$ cat src/rtl/mem_arbiter.sv
`default_nettype none
// ============================================================================
// Module   : mem_arbiter
// Purpose  : Shares the single four-bank main memory between the I-cache and
//            D-cache miss controllers. One owner at a time, round-robin on
//            ties, no preemption. Read returns are routed by a tag pipeline so
//            data reaches the side that issued the read even after handoff.
//            A sticky error flag records illegal accesses, starvation and
//            corrupted FSM state.
// Revision : 1.0  initial release
// ============================================================================
module mem_arbiter #(
  parameter int RD_LAT   = 2,
  parameter int MAX_HOLD = 16
) (
  input  logic        clk,
  input  logic        rst,
  // I-side requester
  input  logic        i_req,
  input  logic [15:0] i_addr,
  input  logic [15:0] i_wdata,
  input  logic        i_wr,
  input  logic        i_rd,
  // D-side requester
  input  logic        d_req,
  input  logic [15:0] d_addr,
  input  logic [15:0] d_wdata,
  input  logic        d_wr,
  input  logic        d_rd,
  // grants and handshakes back to requesters
  output logic        i_gnt,
  output logic        d_gnt,
  output logic        i_wait,
  output logic        d_wait,
  output logic        i_rvalid,
  output logic        d_rvalid,
  output logic [15:0] i_rdata,
  output logic [15:0] d_rdata,
  // memory side
  output logic [15:0] mem_addr,
  output logic [15:0] mem_wdata,
  output logic        mem_wr,
  output logic        mem_rd,
  input  logic [15:0] mem_rdata,
  input  logic        mem_stall,
  // sticky error
  output logic        err
);

  localparam int                  c_HOLD_W   = $clog2(MAX_HOLD) + 1;
  localparam logic [c_HOLD_W-1:0] c_HOLD_MAX = c_HOLD_W'(MAX_HOLD);
  localparam logic [c_HOLD_W-1:0] c_HOLD_ONE = c_HOLD_W'(1);

  typedef enum logic [1:0] {
    ST_IDLE  = 2'b00,
    ST_OWN_I = 2'b01,
    ST_OWN_D = 2'b10
  } state_t;

  // --------------------------------------------------------------------------
  // State
  // --------------------------------------------------------------------------
  state_t              r_state;
  logic                r_last;     // 0: I was the most recent owner, 1: D
  logic                r_i_gnt;
  logic                r_d_gnt;
  logic [c_HOLD_W-1:0] r_hold;
  logic                r_err;
  logic [RD_LAT-1:0]   r_tag_v;    // return slot carries an accepted read
  logic [RD_LAT-1:0]   r_tag_d;    // return slot belongs to D (else I)

  // --------------------------------------------------------------------------
  // Combinational
  // --------------------------------------------------------------------------
  state_t      w_arb;        // winner when the grant is up for grabs
  state_t      w_state_nxt;
  logic        w_bad_state;
  logic        w_own_i;
  logic        w_own_d;
  logic [15:0] w_sel_addr;
  logic [15:0] w_sel_wdata;
  logic        w_sel_wr;
  logic        w_sel_rd;
  logic        w_illegal;
  logic        w_push_v;
  logic        w_other_req;
  logic        w_hold_run;
  logic        w_hold_err;

  assign w_own_i = (r_state == ST_OWN_I);
  assign w_own_d = (r_state == ST_OWN_D);

  // Arbitration among current requests; ties go to the side that did not own last.
  always_comb begin
    w_arb = ST_IDLE;
    case ({i_req, d_req})
      2'b10:   w_arb = ST_OWN_I;
      2'b01:   w_arb = ST_OWN_D;
      2'b11:   w_arb = r_last ? ST_OWN_I : ST_OWN_D;
      default: w_arb = ST_IDLE;
    endcase
  end

  // Next state: an owner keeps the grant for as long as it requests.
  always_comb begin
    w_state_nxt = ST_IDLE;
    w_bad_state = 1'b0;
    case (r_state)
      ST_IDLE:  w_state_nxt = w_arb;
      ST_OWN_I: w_state_nxt = i_req ? ST_OWN_I : w_arb;
      ST_OWN_D: w_state_nxt = d_req ? ST_OWN_D : w_arb;
      default: begin
        w_state_nxt = ST_IDLE;
        w_bad_state = 1'b1;
      end
    endcase
  end

  // Owner mux onto memory; simultaneous wr+rd from the owner kills both strobes.
  always_comb begin
    w_sel_addr  = 16'h0000;
    w_sel_wdata = 16'h0000;
    w_sel_wr    = 1'b0;
    w_sel_rd    = 1'b0;
    case (r_state)
      ST_OWN_I: begin
        w_sel_addr  = i_addr;
        w_sel_wdata = i_wdata;
        w_sel_wr    = i_wr;
        w_sel_rd    = i_rd;
      end
      ST_OWN_D: begin
        w_sel_addr  = d_addr;
        w_sel_wdata = d_wdata;
        w_sel_wr    = d_wr;
        w_sel_rd    = d_rd;
      end
      default: ;
    endcase
    w_illegal = w_sel_wr & w_sel_rd;
  end

  assign mem_addr  = w_sel_addr;
  assign mem_wdata = w_sel_wdata;
  assign mem_wr    = w_sel_wr & ~w_illegal;
  assign mem_rd    = w_sel_rd & ~w_illegal;

  // A read is only tagged once memory has actually taken it.
  assign w_push_v = mem_rd & ~mem_stall;

  // Starvation watch: the non-owner is asking and the owner is staying put.
  assign w_other_req = (w_own_i & d_req) | (w_own_d & i_req);
  assign w_hold_run  = w_other_req & (w_state_nxt == r_state);
  assign w_hold_err  = (r_hold == c_HOLD_MAX);

  // --------------------------------------------------------------------------
  // Ownership FSM with registered grants and round-robin history.
  // --------------------------------------------------------------------------
  always_ff @(posedge clk) begin
    if (rst) begin
      r_state <= ST_IDLE;
      r_last  <= 1'b0;
      r_i_gnt <= 1'b0;
      r_d_gnt <= 1'b0;
    end else begin
      r_state <= w_state_nxt;
      r_i_gnt <= (w_state_nxt == ST_OWN_I);
      r_d_gnt <= (w_state_nxt == ST_OWN_D);
      if (w_state_nxt == ST_OWN_I) begin
        r_last <= 1'b0;
      end else if (w_state_nxt == ST_OWN_D) begin
        r_last <= 1'b1;
      end
    end
  end

  // Hold counter: saturates at MAX_HOLD, clears on handoff or when nobody waits.
  always_ff @(posedge clk) begin
    if (rst) begin
      r_hold <= '0;
    end else if (w_hold_run) begin
      if (r_hold != c_HOLD_MAX) begin
        r_hold <= r_hold + c_HOLD_ONE;
      end
    end else begin
      r_hold <= '0;
    end
  end

  // Return-tag shift register; its tail says who owns this cycle's mem_rdata.
  always_ff @(posedge clk) begin
    if (rst) begin
      r_tag_v <= '0;
      r_tag_d <= '0;
    end else begin
      for (int k = RD_LAT - 1; k > 0; k--) begin
        r_tag_v[k] <= r_tag_v[k-1];
        r_tag_d[k] <= r_tag_d[k-1];
      end
      r_tag_v[0] <= w_push_v;
      r_tag_d[0] <= w_own_d;
    end
  end

  // Sticky error collector.
  always_ff @(posedge clk) begin
    if (rst) begin
      r_err <= 1'b0;
    end else begin
      r_err <= r_err | w_illegal | w_hold_err | w_bad_state;
    end
  end

  // --------------------------------------------------------------------------
  // Outputs
  // --------------------------------------------------------------------------
  assign i_gnt    = r_i_gnt;
  assign d_gnt    = r_d_gnt;
  assign i_wait   = i_req & (~r_i_gnt | mem_stall);
  assign d_wait   = d_req & (~r_d_gnt | mem_stall);
  assign i_rvalid = r_tag_v[RD_LAT-1] & ~r_tag_d[RD_LAT-1];
  assign d_rvalid = r_tag_v[RD_LAT-1] &  r_tag_d[RD_LAT-1];
  assign i_rdata  = i_rvalid ? mem_rdata : 16'h0000;
  assign d_rdata  = d_rvalid ? mem_rdata : 16'h0000;
  assign err      = r_err;

endmodule
`default_nettype wire

$ cat config.mk
export PLATFORM = sky130hd
export DESIGN_NAME = mem_arbiter
export DESIGN_NICKNAME = d
export VERILOG_FILES = /design/src/rtl/mem_arbiter.sv
export SDC_FILE = /design/constraint.sdc
export NUM_CORES = 1
export LEC_CHECK = 0
export CAP_MARGIN = 25
export CORE_UTILIZATION = 27
export CTS_CLUSTER_DIAMETER = 30
export DETAILED_ROUTE_END_ITERATION = 12
export GPL_TIMING_DRIVEN = 0
export PLACE_DENSITY = 0.84
export RECOVER_POWER = 50
export SLEW_MARGIN = 20
export SYNTH_ARGS = -nofsm -noshare
export SYNTH_HDL_FRONTEND = slang
export SYNTH_SLANG_ARGS = --single-unit
$ cat constraint.sdc
create_clock -name clk -period 1.9 [get_ports clk]
set_input_delay 0.285 -clock clk [delete_from_list [all_inputs] [get_ports clk]]
set_output_delay 0.285 -clock clk [all_outputs]
set_load 0.01 [all_outputs]
==> results of run 1 <==
[layer usage]
| layer | GRT usage, % | vias up |
|---|---|---|
| li1 | - | 1043 |
| met2 | 41.6 | 110 |
| met1 | 19.8 | 985 |
| met4 | 5.13 | 0 |
| met3 | 5.83 | 4 |
| met5 | 0 | - |
[through the flow]
step	area (um2)	hold slack [ns]	cells	util, %	setup WS [ns]
6_report	3340	0.436	435	68.9	0.0489
5_1_grt	3340	0.457	435	68.9	-0.0198
4_1_cts	3250	0.439	434	67.1	-0.0703
3_5_place_dp	3100	0.429	425	63.9	-0.530
3_3_place_gp	3100	0.419	425	63.9	-0.479
2_1_floorplan	1400	0.362	197	-	0.138
[layout by cell type (no fill, tap or decap), drive strengths merged, types with 4 or more instances in the layout]
| master | instances |
|---|---|
| clkdlybuf4s50 | 104 |
| buf | 41 |
| nor2 | 35 |
| a22oi | 33 |
| dlymetal6s2s | 19 |
| and2 | 17 |
| and3 | 16 |
| dfxtp | 15 |
| clkbuf | 15 |
| nor3 | 12 |
| inv | 10 |
| nor2b | 6 |
| ha | 6 |
| dlygate4sd3 | 4 |
[flip-flops by register name, indices dropped and copies added, names as in the netlist]
name,flops
r_last,1
err,1
r_state,2
r_tag_d,2
d_gnt,1
i_gnt,1
r_tag_v,2
r_hold,5
[worst register-to-register path, delay by kind of cell (launching register included)]
family | cells | cell delay (ns)
AO/OA/AOI/OAI | 1 | 0.31
flip-flops | 1 | 0.34
multiplexers | 1 | 0.28
AND/OR/NAND/NOR | 2 | 0.18
buffers and inverters | 2 | 0.34
adder cells (fa/ha/maj) | 1 | 0.23
[layout make-up]
type	count	area, um2	area share, %
repair buffers	168	1550	46.5
plain buffers	14	171	5.13
well taps	67	83.8	2.51
clock inverters	1	5.00	0.150
flip-flops and latches	15	313	9.36
clock buffers	3	41.3	1.24
multi-input cells	157	1130	33.9
inverters	10	40.0	1.20
[kinds of logic (layout without fill, tap and decap cells)]
family                     count (synthesis)  in the layout
xor gates and xnor gates                   5              5
AOI/OAI and AO/OA                         46             46
DFF                                       15             15
buffers and inverters                     25            196
muxes                                      2              2
and+or+nand+nor                           98             98
adders and majority gates                  6              6
[cell usage after synthesis, types with 3 or more instances]
| cell type | n |
|---|---|
| buf_1 | 4 |
| clkbuf_1 | 9 |
| and2_1 | 17 |
| ha_1 | 6 |
| a21oi_1 | 3 |
| nand3_1 | 3 |
| nor3_1 | 12 |
| dfxtp_1 | 15 |
| xnor2_1 | 3 |
| inv_1 | 10 |
| nor2b_1 | 6 |
| a22oi_1 | 33 |
| nor2_1 | 35 |
| and3_1 | 16 |
[how the worst max path moves through the flow]
stage	from	to	slack [ns]	depth (start not counted)
2_1_floorplan	r_state[1]$_SDFF_PP0_	r_hold[0]$_SDFFE_PP0N_	0.14	7
3_3_place_gp	r_state[0]$_SDFF_PP0_	mem_wdata[11]	-0.48	7
3_5_place_dp	r_state[0]$_SDFF_PP0_	mem_addr[13]	-0.53	7
4_1_cts	r_state[0]$_SDFF_PP0_	mem_addr[5]	-0.07	7
5_1_grt	r_state[0]$_SDFF_PP0_	mem_addr[5]	-0.02	7
6_report	r_state[1]$_SDFF_PP0_	mem_addr[5]	0.05	6
[power groups by stage]
stage	Clock, W	Sequential, W	Combinational (W)
after floorplan	0	0.000345	0.000231
after global placement	0	0.000345	0.000534
after detailed placement	0	0.000346	0.000543
after CTS	0.000266	0.000337	0.000592
after global routing	0.000280	0.000342	0.000670
final	0.000257	0.000339	0.000622
[what timing repair did]
action                     in CTS  in global routing
pin swaps                       4                  1
gates resized for setup       176                 47
gates cloned                    0                  0
setup endpoints to repair      66                 60
setup buffers                   5                  2
hold buffers                    0                  0
==> metrics.cfg, run 1 <==
[outcome]
status = finished clean

[yosys]
ys_types = 33
yosys.area_share.xor_xnor_pct = 3.12
yosys_most_used_dff = dfxtp_1
async_flop_share_pct = 0
synth_top_family_by_area = simple AND/OR/NAND/NOR gates
synth_top_cell_by_area = dfxtp_1
synth_seq_area_share_pct = 21.4
ys_warn_count = 0
syn_area_mm2 = 0.00140
syn_area_per_cell_um2 = 7.12
post-synth-top-area-fraction_pct = 21.4
syn-num-nets = 292
synth_edf_count = 0
yosys.area_share.adder_pct = 5.35
synthCells = 197
synthTopCellsByArea = dfxtp_1, a22oi_1, nor2_1, and2_1, and3_1
yosys_register_bits = 15
synth-compound-area-share_pct = 25.2
yosys-mux-area-fraction_pct = 1.43
yosys.area_share.simple_pct = 36.4

[clocking]
cts_root_buffer = clkbuf_8
cts_made_buffers = 3
clk_latency_ns = 0.25
clockBufferDepth = 2
cts_tree = built
cts.clk_slew.worst_paths_ns = 0.06
cts_num_sinks = 15
htreeDepth = 1

[critical_path]
r2r_slack_ns = 0.10
cp_data_arrival_time_ns = 1.57
critical_path_class = reg2out
crit_buf_inv = 4
crit_family = buffers and inverters
worstSetupStartpointType = register
cpMaxStageDelayCell = dfxtp_4
endpoint_kind = output pin
r2r-start = r_state[0]$_SDFF_PP0_
cp.required_ns = 1.62
path_cells = inv_4 -> ha_4 -> inv_2 -> clkbuf_8 -> nor2_2 -> clkdlybuf4s15_2
cpPeakStageDelay_ns = 0.39
r2r_cells = 7
worstPathMaxFanout = 10
timing.rr.end = r_hold[1]$_SDFFE_PP0N_

[global_routing]
grt_max_degree = 11
grt_pass1_vias = 2014
grt_first_pass_wirelength_mm = 8.84
grt_remaining_overflow = 0
gr-usage-all-layers_pct = 20.4
antenna_found_initial = 0

[floorplanning]
coreArea_mm2 = 0.00485
die_h_um = 74.1
num_rows = 25
initial_core_util_pct = 28.9
dieWidth_um = 74.1
ios = 162
dieArea_mm2 = 0.00549

[drt]
vias = 2142
wl_per_cell_um = 13.8
wirelength_mm = 6.00
wl_met3_um = 646
wl_met2_mm = 3.21
drt_iter0_markers = 75
routed.top_layer = met4
detail-route-antenna-nets = 0
viasPerCell = 4.92
drc = 0
met1Wirelength_mm = 2.10
drt-pass1-iter-count = 4

[finish]
antenna_cells = 0
drive_above_1_share_pct = 23.4
syn_to_final_growth_pct = 138
nets = 464
n_fill_cell = 386

[placed_design]
portBuffers = 161
gp_congestion = 0.827
dpl.hpwl_mm = 4.72

[timing]
tightest_slew_ns = 0.823
finalCritPeriodShare_pct = 97.4
fin_crit_ns = 1.85
rsz0062_at_grt = yes
slew_headroom_pct = 44.4
finalSetupViolCount = 0
slew_viol_final = 0
hold_viol = 0
skew_ns = 0.00115
fmax_mhz = 540
setup_tns_ns = 0

[min_path]
worstHoldEndpoint = r_tag_v[1]$_SDFF_PP0_
hold_depth = 1
hp-class = reg2reg
min_from = r_tag_v[0]$_SDFF_PP0_

[pwr]
irDropWorstVdd_mv = 0.210
clkPwrFrac_pct = 21.1
p_leak_nw = 1.69
p_comb_share_pct = 51.1
finalPower_w = 0.00122
seq_power_share_pct = 27.8
power_switching_w = 0.000387
switching_share_pct = 31.7
internal-power_w = 0.000832
p_per_area_mw_per_mm2 = 365

[job]
maxCapViolCount = 0

No activity file was read; power rests on OpenSTA's default activity.
==> run 2, diff against run 1 <==
Settings changed: CTS_CLUSTER_DIAMETER 30 to 40.
==> results of run 2 <==
Final layout, timing and power as in run 1 (identical DEF).
